**config.mk**
```make
export PLATFORM = sky130hd
export DESIGN_NAME = fb_pixel_writer
export DESIGN_NICKNAME = d
export VERILOG_FILES = /design/src/rtl/fb_pkg.sv /design/src/rtl/fb_sweep_counter.sv /design/src/rtl/fb_pixel_writer.sv
export SDC_FILE = /design/constraint.sdc
export NUM_CORES = 1
export LEC_CHECK = 0
export CORE_MARGIN = 10
export CORE_UTILIZATION = 35
export CTS_CLUSTER_DIAMETER = 80
export DETAILED_ROUTE_END_ITERATION = 8
export PLACE_DENSITY = 0.66
export SYNTH_ARGS = -nofsm -noshare
export SYNTH_HDL_FRONTEND = slang
export SYNTH_SLANG_ARGS = --single-unit
```
**constraint.sdc**
```tcl
create_clock -name clk_100MHz -period 2.3 [get_ports clk_100MHz]
set_clock_uncertainty 0.05 [all_clocks]
set_input_delay 0.345 -clock clk_100MHz [delete_from_list [all_inputs] [get_ports clk_100MHz]]
set_output_delay 0.345 -clock clk_100MHz [all_outputs]
set_load 0.02 [all_outputs]
```
**src/rtl/fb_pkg.sv**
```systemverilog
// Shared definitions for the 64x32 x 12-bit frame memory: geometry, command
// opcodes, writer state encoding and the fixed pixel address mapping.
package fb_pkg;

  localparam int X_BITS = 6;
  localparam int Y_BITS = 5;
  localparam int PIX_W  = 12;
  localparam int ADDR_W = X_BITS + Y_BITS;

  typedef enum logic [1:0] {
    OP_PIXEL = 2'b00,
    OP_ROW   = 2'b01,
    OP_COL   = 2'b10,
    OP_CLEAR = 2'b11
  } op_e;

  typedef enum logic [1:0] {
    ST_IDLE  = 2'd0,
    ST_WRITE = 2'd1,
    ST_SWEEP = 2'd2
  } state_e;

  // addr = x + (y << 6), which is simply the concatenation {y, x}
  function automatic logic [ADDR_W-1:0] fb_addr(input logic [X_BITS-1:0] x,
                                                input logic [Y_BITS-1:0] y);
    return {y, x};
  endfunction

  // A sweep has reached its final cell when the moving axis (or both axes
  // for a full clear) sits at its all-ones value.
  function automatic logic sweep_last(input op_e op, input logic x_last,
                                      input logic y_last);
    case (op)
      OP_ROW:  return x_last;
      OP_COL:  return y_last;
      default: return x_last & y_last;
    endcase
  endfunction

endpackage

```
**src/rtl/fb_sweep_counter.sv**
```systemverilog
// x/y cell counter pair for fill sweeps. Holds the cell currently being
// written; exposes the next cell combinationally so the writer can register
// the following address, plus all-ones flags used for end-of-sweep detection.
module fb_sweep_counter
  import fb_pkg::*;
(
  input  logic              clk,
  input  logic              rst_n,
  input  logic              i_load,
  input  logic [X_BITS-1:0] i_x0,
  input  logic [Y_BITS-1:0] i_y0,
  input  logic              i_en_x,
  input  logic              i_en_y,
  output logic [X_BITS-1:0] o_x_nxt,
  output logic [Y_BITS-1:0] o_y_nxt,
  output logic              o_x_last,
  output logic              o_y_last
);

  logic [X_BITS-1:0] r_x;
  logic [Y_BITS-1:0] r_y;

  // Next cell: load has priority; each axis advances only when enabled and
  // wraps naturally within its own width (used by the frame clear on x).
  always_comb begin
    o_x_nxt = r_x;
    o_y_nxt = r_y;
    if (i_load) begin
      o_x_nxt = i_x0;
      o_y_nxt = i_y0;
    end else begin
      if (i_en_x) o_x_nxt = r_x + 1'b1;
      if (i_en_y) o_y_nxt = r_y + 1'b1;
    end
  end

  // Counter registers
  always_ff @(posedge clk or negedge rst_n) begin
    if (!rst_n) begin
      r_x <= '0;
      r_y <= '0;
    end else begin
      r_x <= o_x_nxt;
      r_y <= o_y_nxt;
    end
  end

  assign o_x_last = &r_x;
  assign o_y_last = &r_y;

endmodule

```
**src/rtl/fb_pixel_writer.sv**
```systemverilog
// Write side of the frame memory. Accepts pixel/fill commands and issues one
// registered memory write per clock.
// Handshake: a command transfers on a rising edge where cmd_valid && cmd_ready;
// cmd_ready is high only in IDLE and is decoded from the state register alone,
// so cmd_valid seen while busy has no effect and the producer simply holds it.
module fb_pixel_writer
  import fb_pkg::*;
(
  input  logic              clk_100MHz,
  input  logic              reset_n,
  input  logic              cmd_valid,
  output logic              cmd_ready,
  input  logic [1:0]        cmd_op,
  input  logic [X_BITS-1:0] cmd_x,
  input  logic [Y_BITS-1:0] cmd_y,
  input  logic [PIX_W-1:0]  cmd_color,
  input  logic              abort,
  output logic              mem_en,
  output logic              mem_we,
  output logic [ADDR_W-1:0] mem_addr,
  output logic [PIX_W-1:0]  mem_din,
  output logic              busy,
  output logic              done,
  output logic [1:0]        dbg_state
);

  state_e            r_state;
  state_e            w_state_nxt;
  op_e               r_op;
  op_e               w_op_nxt;
  op_e               w_cmd_op;

  logic              r_mem_we;
  logic [ADDR_W-1:0] r_mem_addr;
  logic [PIX_W-1:0]  r_mem_din;
  logic              r_busy;
  logic              r_done;

  logic              w_we_nxt;
  logic [ADDR_W-1:0] w_addr_nxt;
  logic [PIX_W-1:0]  w_din_nxt;
  logic              w_busy_nxt;
  logic              w_done_nxt;

  logic              w_load;
  logic [X_BITS-1:0] w_x0;
  logic [Y_BITS-1:0] w_y0;
  logic              w_en_x;
  logic              w_en_y;
  logic [X_BITS-1:0] w_x_nxt;
  logic [Y_BITS-1:0] w_y_nxt;
  logic              w_x_last;
  logic              w_y_last;
  logic              w_last;
  logic              w_nxt_last;

  assign w_cmd_op   = op_e'(cmd_op);
  assign cmd_ready  = (r_state == ST_IDLE);
  assign w_last     = sweep_last(r_op, w_x_last, w_y_last);
  assign w_nxt_last = sweep_last(r_op, &w_x_nxt, &w_y_nxt);

  fb_sweep_counter u_cnt (
    .clk      (clk_100MHz),
    .rst_n    (reset_n),
    .i_load   (w_load),
    .i_x0     (w_x0),
    .i_y0     (w_y0),
    .i_en_x   (w_en_x),
    .i_en_y   (w_en_y),
    .o_x_nxt  (w_x_nxt),
    .o_y_nxt  (w_y_nxt),
    .o_x_last (w_x_last),
    .o_y_last (w_y_last)
  );

  // Counter control: capture the start cell on acceptance (the pixel op loads
  // its own x/y too, so every first address comes from the counter), then
  // step the moving axis each sweep cycle. A clear steps y as x wraps.
  always_comb begin
    w_load = 1'b0;
    w_x0   = cmd_x;
    w_y0   = cmd_y;
    w_en_x = 1'b0;
    w_en_y = 1'b0;
    if (r_state == ST_IDLE) begin
      w_load = cmd_valid;
      case (w_cmd_op)
        OP_ROW:   w_x0 = '0;
        OP_COL:   w_y0 = '0;
        OP_CLEAR: begin
          w_x0 = '0;
          w_y0 = '0;
        end
        default:  ;
      endcase
    end else if (r_state == ST_SWEEP) begin
      case (r_op)
        OP_ROW:  w_en_x = 1'b1;
        OP_COL:  w_en_y = 1'b1;
        default: begin
          w_en_x = 1'b1;
          w_en_y = w_x_last;
        end
      endcase
    end
  end

  // Next-state and next registered outputs; address/data hold when idle.
  always_comb begin
    w_state_nxt = r_state;
    w_op_nxt    = r_op;
    w_we_nxt    = 1'b0;
    w_addr_nxt  = r_mem_addr;
    w_din_nxt   = r_mem_din;
    w_busy_nxt  = 1'b0;
    w_done_nxt  = 1'b0;
    case (r_state)
      ST_IDLE: begin
        if (cmd_valid) begin
          w_op_nxt    = w_cmd_op;
          w_we_nxt    = 1'b1;
          w_addr_nxt  = fb_addr(w_x_nxt, w_y_nxt);
          w_din_nxt   = cmd_color;
          w_busy_nxt  = 1'b1;
          if (w_cmd_op == OP_PIXEL) begin
            w_state_nxt = ST_WRITE;
            w_done_nxt  = 1'b1;
          end else begin
            w_state_nxt = ST_SWEEP;
          end
        end
      end
      ST_WRITE: w_state_nxt = ST_IDLE;
      ST_SWEEP: begin
        // The write on the bus now completes either way; abort or the final
        // cell ends the sweep (done was already raised with the final write).
        if (w_last || abort) begin
          w_state_nxt = ST_IDLE;
        end else begin
          w_we_nxt    = 1'b1;
          w_addr_nxt  = fb_addr(w_x_nxt, w_y_nxt);
          w_busy_nxt  = 1'b1;
          w_done_nxt  = w_nxt_last;
        end
      end
      default: w_state_nxt = ST_IDLE;
    endcase
  end

  // State register
  always_ff @(posedge clk_100MHz or negedge reset_n) begin
    if (!reset_n) r_state <= ST_IDLE;
    else          r_state <= w_state_nxt;
  end

  // Registered command opcode and memory/status outputs
  always_ff @(posedge clk_100MHz or negedge reset_n) begin
    if (!reset_n) begin
      r_op       <= OP_PIXEL;
      r_mem_we   <= 1'b0;
      r_mem_addr <= '0;
      r_mem_din  <= '0;
      r_busy     <= 1'b0;
      r_done     <= 1'b0;
    end else begin
      r_op       <= w_op_nxt;
      r_mem_we   <= w_we_nxt;
      r_mem_addr <= w_addr_nxt;
      r_mem_din  <= w_din_nxt;
      r_busy     <= w_busy_nxt;
      r_done     <= w_done_nxt;
    end
  end

  assign mem_en    = r_mem_we;
  assign mem_we    = r_mem_we;
  assign mem_addr  = r_mem_addr;
  assign mem_din   = r_mem_din;
  assign busy      = r_busy;
  assign done      = r_done;
  assign dbg_state = r_state;

endmodule

```
==> impl_metrics.csv <==
group,metric,value,unit
run_status,status,"finished with violations",
run_status,violations,"negative setup slack",
placed_design,globalplace.congestion,0.863,
finish,drive_gt1_share,19.5,%
sta,fmax,426,MHz
placed_design,dp.cells,324,
sta,period_needed,2.35,ns
die,dieHeight,92.9,um
pwr,fin_total_pwr,2.72,mW
finish,diodes,0,
setup_path,cp_top_family,"simple AND/OR/NAND/NOR gates",
clocking,cts_buffers,5,
die,core.rowCount,26,
clocking,root_buffer,"clkbuf_8",
clocking,htree_levels,2,
clocking,clk_pin_slew_worst_paths,0.07,ns
clocking,hold_buffers,0,
finish,regArea,0.00100,mm2
logic_synthesis,synth_cells,182,
sta,tightestPinTransition,0.657,ns
sta,timing.final.crit_share,102,%
finish,final_common_cell,"clkdlybuf4s50_1",
die,core_area,0.00514,mm2
sta,relSlewSlack,56.2,%
logic_synthesis,yosys_warnings,0,
setup_path,worstPathBufferInverterCount,0,
detailed_routing,post_drt_wl_per_cell,15.2,um
finish,multiInputGateArea,841,um2
clocking,clockBufferDepth,2,
setup_path,critPathKind,"reg -> reg",
logic_synthesis,post_synth.cell_area_avg,10.2,um2
clocking,cts_setup_buffers,0,
detailed_routing,drc,0,
setup_path,crit_path_max_incr_delay,0.50,ns
finish,n_fill_cell,497,
detailed_routing,first_pass_iters,4,
finish,stdcell_count,331,
pwr,vdd_drop_max,534,uV
logic_synthesis,seq_area_frac_synth,53.8,%
logic_synthesis,synth.ff_latch_count,40,
finish,fin_nets,295,
grt,grt_pass1_vias,1676,
grt,antenna_found_initial,0,
sta,finalSetupViolations,1,
setup_path,cp_cell_sequence,"ha_4, or3b_4, or4_4, a31oi_4, nand2_2, nor4b_4, a21oi_1, o21ai_1",
grt,grt_usage,12.0,%
grt,grt_max_degree,30,
placed_design,io_buffers,58,
die,fp.dieW,92.9,um
sta,whs,0.0308,ns
sta,hold_violations,0,
logic_synthesis,syn-cell-area,0.00186,mm2
job,cap_violations,0,
die,ioPinCount,59,
clocking,cts_tree,"done",
logic_synthesis,syn_nets,216,
grt,grt_pass1_wl,8.20,mm
detailed_routing,vias_per_cell,4.77,
hold_path,hp-class,"in -> async",
finish,layout_common_cells,"clkdlybuf4s50_1 (57), nand2_1 (43), dfrtp_1 (40)",
sta,fin_ws,-0.0473,ns
pwr,p_per_area,979,mW/mm2
sta,grt_setup_unrepaired,"yes",
detailed_routing,wl,5.05,mm
detailed_routing,drt_iter0_drc,57,
placed_design,post-dp-hpwl,3.94,mm
clocking,clock_sinks,40,
sta,finalMaxSlewViolations,0,
setup_path,start_kind,"register",
detailed_routing,vias,1579,
setup_path,arrival,2.51,ns
finish,syn2layout_area_growth,49.4,%
grt,grt-ovfl-total,0,
placed_design,dp_slack,-0.0967,ns
logic_synthesis,synth_cell_type_count,36,
pwr,leakage,1.24,nW
detailed_routing,detail-route-antenna-nets,0,
setup_path,endpoint_kind,"register",
setup_path,critPathSlowestCell,"or4_4",
setup_path,cp.required,2.46,ns
die,initial_core_util,36.2,%
die,die_area,0.00863,mm2
setup_path,critPathMaxFanout,3,
clocking,clkLatencyLatePin,0.29,ns
power by group:
part	total (mW)	internal (mW)	switching [mW]
registers	1.06	0.917	0.143
logic	1.22	0.636	0.587
clock network	0.439	0.206	0.233
registers in the layout (all words and copies together), names as in the netlist:
signal     count
busy           1
dbg_state      2
done           1
mem_addr      11
mem_din       12
r_op           2
u_cnt.r_x      6
u_cnt.r_y      5
final cells by class:
| cell class | instances | share of cell area [%] |
|---|---|---|
| clock buffer | 6 | 2.61 |
| multi-input combinational | 127 | 30.3 |
| timing repair buffer | 81 | 26.9 |
| inverter | 6 | 0.811 |
| clock inverter | 1 | 0.180 |
| sequential | 40 | 36.0 |
| tap | 70 | 3.15 |
metrics by stage:
step / area (um2) / TNS (ns) / utilization, %
after floorplan: 1880 / -0.0440 / -
after detailed placement: 2670 / -0.539 / 51.9
after global placement: 2670 / -0.289 / 51.9
after CTS: 2760 / -0.0523 / 53.7
after global routing: 2780 / -0.156 / 54.0
final: 2780 / -0.0473 / 54.0
cell families (layout without fill, tap and decap cells):
family	count (synthesis)	count (layout)	share of synthesized area [%]
AO/OA/AOI/OAI	26	26	8.14
XOR/XNOR	6	6	2.83
AND/OR/NAND/NOR	76	76	20.1
multiplexers	14	14	8.28
flip-flops	40	40	53.8
buffers and inverters	15	94	3.50
adder cells (fa/ha/maj)	5	5	3.36
synthesized netlist by cell type:
master	count	area, um2
nor3_1	1	5.00
o21ai_1	1	5.00
nor4bb_1	1	10.0
nand4_1	2	12.5
buf_2	1	5.00
a21oi_1	11	55.1
buf_1	1	3.75
or4_1	1	7.51
or3b_2	1	8.76
clkbuf_1	5	18.8
o21ai_0	9	45.0
xnor2_1	3	26.3
o311ai_0	1	8.76
o22ai_1	1	6.26
nor4b_2	1	15.0
nand3b_1	1	7.51
nand4b_1	1	8.76
o31ai_1	1	7.51
nor2_1	3	11.3
nand2_1	44	165
nor3b_1	2	15.0
nand3_1	11	55.1
nand2b_1	2	12.5
ha_1	5	62.6
a2111o_1	1	11.3
xor2_1	3	26.3
buf_4	2	15.0
or3b_1	1	8.76
and3_1	2	12.5
a31oi_2	1	12.5
mux2i_1	3	30.0
or4_4	1	11.3
inv_1	6	22.5
mux2_2	11	124
nor2b_1	1	6.26
dfrtp_1	40	1000
metal layers:
metal  vias up  part of all wire, %  track usage, %
met5         -                    0               0
met4         0                 0.69            4.24
met1       741                   46            15.0
met2        49                   44            17.5
met3         4                  9.2            5.97
li1        785                    -               -
what timing repair did:
| action | CTS | global route |
|---|---|---|
| gates resized for setup | 3 | 6 |
| setup endpoints to repair | 1 | 12 |
| pin swaps | 2 | 2 |
| hold endpoints to repair | 0 | 0 |
path summary, 6_finish.rpt:
kind	startpoint	endpoint	slack (ns)	cells past startpoint
min in group clk_100MHz	mem_din[2]	mem_din[2]	0.43	2
worst max register to register	r_op[1]	done	-0.05	8
max in group asynchronous	reset_n	r_op[0]	1.60	2
worst max-delay path	r_op[1]	done	-0.05	8
worst min register to register	mem_din[2]	mem_din[2]	0.43	2
worst min-delay path	reset_n	mem_din[10]	0.03	1
(Power assumes the default switching activity.)
